$ cat config.mk
export PLATFORM = sky130hd
export DESIGN_NAME = cache_mem_arbiter_flat
export DESIGN_NICKNAME = d
export VERILOG_FILES = /design/src/rtl/cache_mem_arbiter_if.sv /design/src/rtl/cache_mem_arbiter.sv /design/src/flat_wrapper.sv
export SDC_FILE = /design/constraint.sdc
export NUM_CORES = 1
export LEC_CHECK = 0
export CAP_MARGIN = 10
export CORE_ASPECT_RATIO = 0.9
export CORE_MARGIN = 2
export CORE_UTILIZATION = 33
export DETAILED_ROUTE_END_ITERATION = 7
export PLACE_DENSITY = 0.85
export SLEW_MARGIN = 20
export SYNTH_ARGS = -nofsm -noshare
export SYNTH_HDL_FRONTEND = slang
export SYNTH_SLANG_ARGS = --single-unit
$ cat constraint.sdc
create_clock -name clk -period 2.21 [get_ports clk]
set_input_delay 0.3315 -clock clk [delete_from_list [all_inputs] [get_ports clk]]
set_output_delay 0.3315 -clock clk [all_outputs]
set_load 0.01 [all_outputs]
$ cat src/rtl/cache_mem_arbiter_if.sv
// rtl/cache_mem_arbiter_if.sv - main memory bus between the cache arbiter and memory
interface cache_mem_arbiter_if #(
  parameter int ADDR_W = 16,
  parameter int DATA_W = 16
) ();
  logic [ADDR_W-1:0] mem_addr;
  logic              mem_enable;
  logic              mem_wr;
  logic [DATA_W-1:0] mem_data_in;
  logic [DATA_W-1:0] mem_data_out;
  logic              mem_data_valid;

  // Arbiter side: drives requests, receives read data.
  modport master (
    output mem_addr, mem_enable, mem_wr, mem_data_in,
    input  mem_data_out, mem_data_valid
  );

  // Memory side.
  modport slave (
    input  mem_addr, mem_enable, mem_wr, mem_data_in,
    output mem_data_out, mem_data_valid
  );
endinterface

$ cat src/rtl/cache_mem_arbiter.sv
// rtl/cache_mem_arbiter.sv - icache/dcache block-fill and write-through arbiter for main memory
module cache_mem_arbiter #(
  parameter int ADDR_W = 16,
  parameter int DATA_W = 16
) (
  input  logic              clk,
  input  logic              rst,
  input  logic              i_miss,
  input  logic [ADDR_W-1:0] i_miss_addr,
  input  logic              d_miss,
  input  logic [ADDR_W-1:0] d_miss_addr,
  input  logic              d_wr,
  input  logic [ADDR_W-1:0] d_wr_addr,
  input  logic [DATA_W-1:0] d_wr_data,
  cache_mem_arbiter_if.master mem,
  output logic [ADDR_W-1:0] fill_addr,
  output logic [2:0]        fill_word,
  output logic [DATA_W-1:0] fill_data,
  output logic              fill_we_i,
  output logic              fill_we_d,
  output logic              tag_we_i,
  output logic              tag_we_d,
  output logic              if_stall,
  output logic              mem_stall
);
  localparam int BLK_W = ADDR_W - 4;

  typedef enum logic [1:0] {
    S_IDLE = 2'd0,
    S_FILL = 2'd1,
    S_TAG  = 2'd2
  } state_t;

  state_t           r_state;
  state_t           w_next_state;
  logic             r_owner_i;
  logic [BLK_W-1:0] r_blk;
  logic [3:0]       r_iss_cnt;
  logic [2:0]       r_rcv_cnt;

  logic              w_latch_d;
  logic              w_latch_i;
  logic              w_issue;
  logic              w_recv;
  logic              w_store;
  logic              w_tag;
  logic              w_busy;
  logic [ADDR_W-1:0] w_mem_addr;
  logic [DATA_W-1:0] w_mem_data_in;

  // Only the block part of the miss addresses matters; the offset bits are
  // folded here so they are visibly consumed.
  logic w_unused_offsets;
  assign w_unused_offsets = ^{i_miss_addr[3:0], d_miss_addr[3:0]};

  // State, owner, block and counter registers.
  always_ff @(posedge clk) begin
    if (!rst) begin
      r_state   <= S_IDLE;
      r_owner_i <= 1'b0;
      r_blk     <= '0;
      r_iss_cnt <= '0;
      r_rcv_cnt <= '0;
    end else begin
      r_state <= w_next_state;
      if (w_latch_d) begin
        r_owner_i <= 1'b0;
        r_blk     <= d_miss_addr[ADDR_W-1:4];
      end else if (w_latch_i) begin
        r_owner_i <= 1'b1;
        r_blk     <= i_miss_addr[ADDR_W-1:4];
      end
      if (w_tag) begin
        r_iss_cnt <= '0;
        r_rcv_cnt <= '0;
      end else begin
        if (w_issue) r_iss_cnt <= r_iss_cnt + 4'd1;
        if (w_recv)  r_rcv_cnt <= r_rcv_cnt + 3'd1;
      end
    end
  end

  // Next state plus per-state request, store and tag decisions.
  always_comb begin
    w_next_state  = r_state;
    w_latch_d     = 1'b0;
    w_latch_i     = 1'b0;
    w_issue       = 1'b0;
    w_recv        = 1'b0;
    w_store       = 1'b0;
    w_tag         = 1'b0;
    w_mem_addr    = '0;
    w_mem_data_in = '0;
    case (r_state)
      S_IDLE: begin
        // A store that is also a miss waits for its own fill (write-allocate).
        w_store = d_wr & ~d_miss;
        if (w_store) begin
          w_mem_addr    = d_wr_addr;
          w_mem_data_in = d_wr_data;
        end
        if (d_miss) begin
          w_latch_d    = 1'b1;
          w_next_state = S_FILL;
        end else if (i_miss) begin
          w_latch_i    = 1'b1;
          w_next_state = S_FILL;
        end
      end
      S_FILL: begin
        // Reads stream out back to back while returns are counted independently,
        // so the fill length tracks valids rather than memory latency.
        w_issue = ~r_iss_cnt[3];
        if (w_issue) w_mem_addr = {r_blk, r_iss_cnt[2:0], 1'b0};
        w_recv = mem.mem_data_valid;
        if (w_recv && (r_rcv_cnt == 3'd7)) w_next_state = S_TAG;
      end
      S_TAG: begin
        w_tag        = 1'b1;
        w_next_state = S_IDLE;
      end
      default: w_next_state = S_IDLE;
    endcase
  end

  assign w_busy = (r_state != S_IDLE);

  // Every output is forced low while reset is held.
  assign mem.mem_enable  = rst & (w_issue | w_store);
  assign mem.mem_wr      = rst & w_store;
  assign mem.mem_addr    = rst ? w_mem_addr : '0;
  assign mem.mem_data_in = rst ? w_mem_data_in : '0;

  assign fill_word = rst ? r_rcv_cnt : '0;
  assign fill_addr = rst ? {r_blk, r_rcv_cnt, 1'b0} : '0;
  assign fill_data = rst ? mem.mem_data_out : '0;
  assign fill_we_i = rst & w_recv & r_owner_i;
  assign fill_we_d = rst & w_recv & ~r_owner_i;
  assign tag_we_i  = rst & w_tag & r_owner_i;
  assign tag_we_d  = rst & w_tag & ~r_owner_i;

  assign if_stall  = rst & (i_miss | (w_busy & r_owner_i));
  assign mem_stall = rst & (d_miss | (w_busy & ~r_owner_i) | (d_wr & w_busy));
endmodule

$ cat src/flat_wrapper.sv
// flat-port wrapper written by rule: the top's interface ports become plain ports
module cache_mem_arbiter_flat 
#(
  parameter int ADDR_W = 16,
  parameter int DATA_W = 16
)
  (clk, rst, i_miss, i_miss_addr, d_miss, d_miss_addr, d_wr, d_wr_addr, d_wr_data, fill_addr, fill_word, fill_data, fill_we_i, fill_we_d, tag_we_i, tag_we_d, if_stall, mem_stall, mem_mem_addr, mem_mem_enable, mem_mem_wr, mem_mem_data_in, mem_mem_data_out, mem_mem_data_valid);
  cache_mem_arbiter_if #(.ADDR_W(ADDR_W), .DATA_W(DATA_W)) mem_i ();
  input  logic clk;
  input  logic rst;
  input  logic i_miss;
  input  logic [ADDR_W-1:0] i_miss_addr;
  input  logic d_miss;
  input  logic [ADDR_W-1:0] d_miss_addr;
  input  logic d_wr;
  input  logic [ADDR_W-1:0] d_wr_addr;
  input  logic [DATA_W-1:0] d_wr_data;
  output logic [ADDR_W-1:0] fill_addr;
  output logic [2:0] fill_word;
  output logic [DATA_W-1:0] fill_data;
  output logic fill_we_i;
  output logic fill_we_d;
  output logic tag_we_i;
  output logic tag_we_d;
  output logic if_stall;
  output logic mem_stall;
  output wire logic [$bits(mem_i.mem_addr)-1:0] mem_mem_addr;
  output wire logic [$bits(mem_i.mem_enable)-1:0] mem_mem_enable;
  output wire logic [$bits(mem_i.mem_wr)-1:0] mem_mem_wr;
  output wire logic [$bits(mem_i.mem_data_in)-1:0] mem_mem_data_in;
  input wire logic [$bits(mem_i.mem_data_out)-1:0] mem_mem_data_out;
  input wire logic [$bits(mem_i.mem_data_valid)-1:0] mem_mem_data_valid;
  assign mem_mem_addr = mem_i.mem_addr;
  assign mem_mem_enable = mem_i.mem_enable;
  assign mem_mem_wr = mem_i.mem_wr;
  assign mem_mem_data_in = mem_i.mem_data_in;
  assign mem_i.mem_data_out = mem_mem_data_out;
  assign mem_i.mem_data_valid = mem_mem_data_valid;
  cache_mem_arbiter #(.ADDR_W(ADDR_W), .DATA_W(DATA_W)) u_core (.clk(clk), .rst(rst), .i_miss(i_miss), .i_miss_addr(i_miss_addr), .d_miss(d_miss), .d_miss_addr(d_miss_addr), .d_wr(d_wr), .d_wr_addr(d_wr_addr), .d_wr_data(d_wr_data), .mem(mem_i), .fill_addr(fill_addr), .fill_word(fill_word), .fill_data(fill_data), .fill_we_i(fill_we_i), .fill_we_d(fill_we_d), .tag_we_i(tag_we_i), .tag_we_d(tag_we_d), .if_stall(if_stall), .mem_stall(mem_stall));
endmodule
Word level (Yosys, flattened, before mapping):

Index checks and enable logic that the tools add are counted.

* add/subtract/negate cells: 2
* equal/unequal tests: 5
* mux-type cells: 25
* bitwise operators: 22
* reduce and logical (&&, ||, !) cells: 7

Operators by type and width (number)
* 2-to-1 mux 16 bit: 8
* case mux 16 bit (2 select lines): 1
* 2-to-1 mux 12 bit: 2
* bitwise AND 1 bit: 14
* 2-to-1 mux 1 bit: 9
* 2-to-1 mux 2 bit: 3
* adder 4 x 1 -> 4 bit, second input constant: 1
* inverter 1 bit: 4
* bitwise OR 1 bit: 4
* case mux 2 bit (2 select lines): 1
* nonzero test 2 bit: 2
* OR reduction 2 bit: 2
* adder 3 x 1 -> 3 bit, second input constant: 1
* equality test 3 bit, second input constant: 1
* 2-to-1 mux 3 bit: 1
* inequality test 3 bit, second input constant: 1
* equality test 2 x 1 -> 1 bit, second input constant: 1
* equality test 2 bit, second input constant: 1
* zero test 2 bit: 1
* inequality test 2 x 1 -> 1 bit, second input constant: 1
* AND reduction 2 bit: 1
* logical AND 1 bit: 1

* register bits: 22
* bits of input ports: 86
* output and inout port bits: 75
* word-level logic and storage cells: 66

Logic depth before layout (Yosys ltp):

* depth in word-level cells: 5
* depth in mapped cells: 5
* mapped depth without buffers: 4

Least setup slack after synthesis:

OpenSTA, ideal clock, no wires.

* path type: reg2out
* start: register u_core.r_state[1]
* end: output mem_mem_enable
* arrival time: 1.270 ns
* data required time: 1.879 ns
* path slack: 0.608 ns
* stages on the path, launching flop included: 6
* buffers on the path: 2
* path through: dfxtp_1 -> buf_4 -> nor4b_4 -> buf_6 -> nor2_1 -> nor2_1

* word-level cells in the longest chain between the ends: 4
* elaborated cells between the ends (all ways): 6
* those cells by class: eq/ne (1); mux (2); bitwise (2); reduce/logical (1)

Ends and longest elaborated chain
* start: declaration: line cache_mem_arbiter.sv:34 `state_t r_state;`
* start signal: assignment: line cache_mem_arbiter.sv:65 `r_state <= w_next_state;`
* equality test 2 x 1 -> 1 bit / zero test 2 bit (equally long branches): line cache_mem_arbiter.sv:94 `case (r_state)`
* 2-to-1 mux 1 bit: line cache_mem_arbiter.sv:94
* bitwise OR 1 bit (*): line cache_mem_arbiter.sv:129 `assign mem.mem_enable = rst & (w_issue | w_store);`
* bitwise AND 1 bit (*): line cache_mem_arbiter.sv:129
* end: declaration: line flat_wrapper.sv:28 `output wire logic [$bits(mem_i.mem_enable)-1:0] mem_mem_enable;`

Mark *: on every way between the ends. The rest lies on a longest branch, timed or not.

Final worst setup path:

* start: input d_wr
* end: output mem_mem_wr

* word-level cells in the longest chain between the ends: 3

Ends and longest elaborated chain
* start: declaration: line flat_wrapper.sv:15 `input logic d_wr;`
* bitwise AND 1 bit: line cache_mem_arbiter.sv:97 `w_store = d_wr & ~d_miss;`
* 2-to-1 mux 1 bit: line cache_mem_arbiter.sv:94
* bitwise AND 1 bit: line cache_mem_arbiter.sv:130 `assign mem.mem_wr = rst & w_store;`
* end: declaration: line flat_wrapper.sv:29 `output wire logic [$bits(mem_i.mem_wr)-1:0] mem_mem_wr;`

Every way passes these cells.

==> flow_metrics.env <==
export IMPL_netlist_instances=214
export IMPL_ys_types=39
export IMPL_synthToLayoutAreaGrowth_pct=96.8
export IMPL_drive_above_1_share_pct=14.1
export IMPL_power_density_nw_per_um2=334
export IMPL_grt_pass1_wl_um=9340
export IMPL_synth_flop_cell="dfxtp_1"
export IMPL_wirelength_um=6080
export IMPL_clockRootBuffer="clkbuf_8"
export IMPL_max_clock_path_buffers=2
export IMPL_tightest_slew_ps=977
export IMPL_mappedNetlistArea_um2=1730
export IMPL_grt_met1_usage_pct=24.2
export IMPL_finalSetupViolations=0
export IMPL_synth_seq_cells=22
export IMPL_final_util_pct=68.6
export IMPL_final_cells=435
export IMPL_gp_congestion=0.853
export IMPL_core_um2=4950
export IMPL_via_per_inst=4.78
export IMPL_arrival_ps=1820
export IMPL_start_util_pct=34.8
export IMPL_dieHeight_um=72.6
export IMPL_die_w_um=80.2
export IMPL_dp_cells=427
export IMPL_max_cap_violations=0
export IMPL_ys_async_sr_fraction_pct=0
export IMPL_dieArea_um2=5830
export IMPL_clk_pin_slew_worst_paths_ps=80
export IMPL_crit_top_cell="clkdlybuf4s50_1"
export IMPL_drtIter0Drc=121
export IMPL_ir_drop_v=0.000206
export IMPL_grt_max_degree=19
export IMPL_htreeDepth=1
export IMPL_fillerInstances=438
export IMPL_critPathCaptureType="primary output"
export IMPL_slew_headroom_pct=34.9
export IMPL_min_period_over_period_pct=97.5
export IMPL_critical_path_peak_fanout=18
export IMPL_path_class="input pin to primary output"
export IMPL_synth_edff_count=0
export IMPL_drc=0
export IMPL_row_count=24
export IMPL_tns_ps=0
export IMPL_grt_use_total_pct=20.0
export IMPL_via_count=2079
export IMPL_clock_latency_ps=260
export IMPL_cts_num_sinks=22
export IMPL_n_antenna_cell=0
export IMPL_wl_per_cell_um=14.0
export IMPL_avgSynthCellArea_um2=8.07
export IMPL_slew_viol_final=0
export IMPL_final_nets=461
export IMPL_io_buffers=151
export IMPL_finClkSkew_ps=2.50
export IMPL_yosys_warnings=0
export IMPL_fmax_ghz=0.464
export IMPL_yosysSeqAreaShare_pct=25.5
export IMPL_first_global_vias=1972
export IMPL_grt_remaining_overflow=0
export IMPL_drtAntennaViolNets=0
export IMPL_path_cells="clkdlybuf4s50_1, buf_4, and3_4, buf_12, clkdlybuf4s50_1"
export IMPL_ios=161
export IMPL_met3_usage_pct=3.47
export IMPL_hold_viol=0
export IMPL_critPathRequiredTime_ps=1880
export IMPL_antenna_found_initial=0
export IMPL_drtPass1Iterations=4
export IMPL_rsz0062_at_grt="true"
export IMPL_hpwl_um=4900
export IMPL_syn_nets=303
export IMPL_status="completed"
export IMPL_start_kind="input pin"
export IMPL_leakagePower_nw=1.43
export IMPL_critPathMaxStageDelay_ps=530
export IMPL_cts_tree="yes"
export IMPL_slowest_stage="clkdlybuf4s50_1"
export IMPL_busiest_layer="met2"
export IMPL_power_total_mw=1.14
export IMPL_use_met2_pct=36.2
export IMPL_post_route_min_period_ps=2150
export IMPL_cts_buffers=3
export IMPL_min_delay_path_class="flip-flop to flip-flop"
-- stage by stage --
step | instance area, um^2 | hold WS, ps | setup slack, ps
detailed placement | 3350 | 498 | -277
global route | 3400 | 562 | -15.2
floorplan | 1730 | 428 | 608
global placement | 3350 | 490 | -261
CTS | 3390 | 509 | 0.00377
finish | 3400 | 512 | 55.4
-- worst paths after layout --
| check | from | end | slack, ps | depth (start not counted) |
|---|---|---|---|---|
| worst max-delay path | d_wr | mem_mem_wr | 60 | 5 |
| worst min-delay path | u_core.r_rcv_cnt[1] | u_core.r_rcv_cnt[1] | 510 | 2 |
| worst max register to register | u_core.r_state[1] | u_core.r_blk[6] | 540 | 3 |
| worst min register to register | u_core.r_rcv_cnt[1] | u_core.r_rcv_cnt[1] | 510 | 2 |
-- synth_stat cells, types with 3 or more instances --
cell,number,area (um^2)
buf_2,7,35.0
nand3_1,6,30.0
a31oi_1,3,18.8
o21ai_0,5,25.0
clkbuf_1,7,26.3
inv_1,5,18.8
a22oi_2,9,113
nor3_1,5,25.0
a221o_1,12,120
a21oi_1,9,45.0
nor2_2,9,56.3
buf_4,5,37.5
and2_1,50,313
nand2_1,6,22.5
buf_6,3,33.8
a22oi_1,6,45.0
ha_1,3,37.5
nor2_1,10,37.5
dfxtp_1,22,440
and2_0,10,62.6
-- state kept, by name, indices dropped and copies added, names as in the netlist --
signal	count
u_core.r_blk	12
u_core.r_iss_cnt	4
u_core.r_owner_i	1
u_core.r_rcv_cnt	3
u_core.r_state	2
-- cell type report --
class                      count  area, um^2  share of cell area, %
sequential                    22         445                   13.1
clock buffer                   3        41.3                   1.22
tap                           65        81.3                   2.39
timing repair buffer         175        1670                   49.2
inverter                       6        22.5                  0.663
multi-input combinational    164        1140                   33.4
-- report_power, final --
group / internal [mW] / leakage, nW / switching [mW]
Combinational: 0.279 / 1.23 / 0.158
Clock: 0.122 / 0.0216 / 0.128
Sequential: 0.420 / 0.181 / 0.0283
-- cell families after synthesis --
logic type | synth area share, %
AOI/OAI and AO/OA | 23.0
buffers and inverters | 8.99
other | 0.217
DFF | 25.5
and+or+nand+nor | 40.1
adders and majority gates | 2.17
-- per-layer routing --
metal	vias up	wire length (um)
li1	1061	-
met1	918	2470
met2	92	3050
met3	8	479
met4	0	83
met5	-	0
-- timing repair --
action                                  CTS  global route
buffers inserted                          3             2
endpoints found under the setup margin   46             4
pin swaps                                 0             1
resized for setup                        43             4
hold buffers                              0             0
-- cell usage in the layout, fill, tap and decap left out, types with 3 or more instances in the layout --
cell	instances
clkdlybuf4s50_1	116
and2_1	50
dlygate4sd2_1	31
buf_4	21
dfxtp_1	20
a221o_1	12
nor2_1	10
and2_0	10
a22oi_2	9
nor2_2	9
a21oi_1	9
nand2_1	6
a22oi_1	6
nand3_1	6
inv_1	5
nor3_1	5
o21ai_0	5
a31oi_1	3
ha_1	3
clkbuf_8	3
-- worst max-delay path, delay by kind of cell --
kind	cells	cell delay [ps]
simple gates	1	180
buf+inv	4	1310
Note: power is estimated with default switching activity, not from simulation.
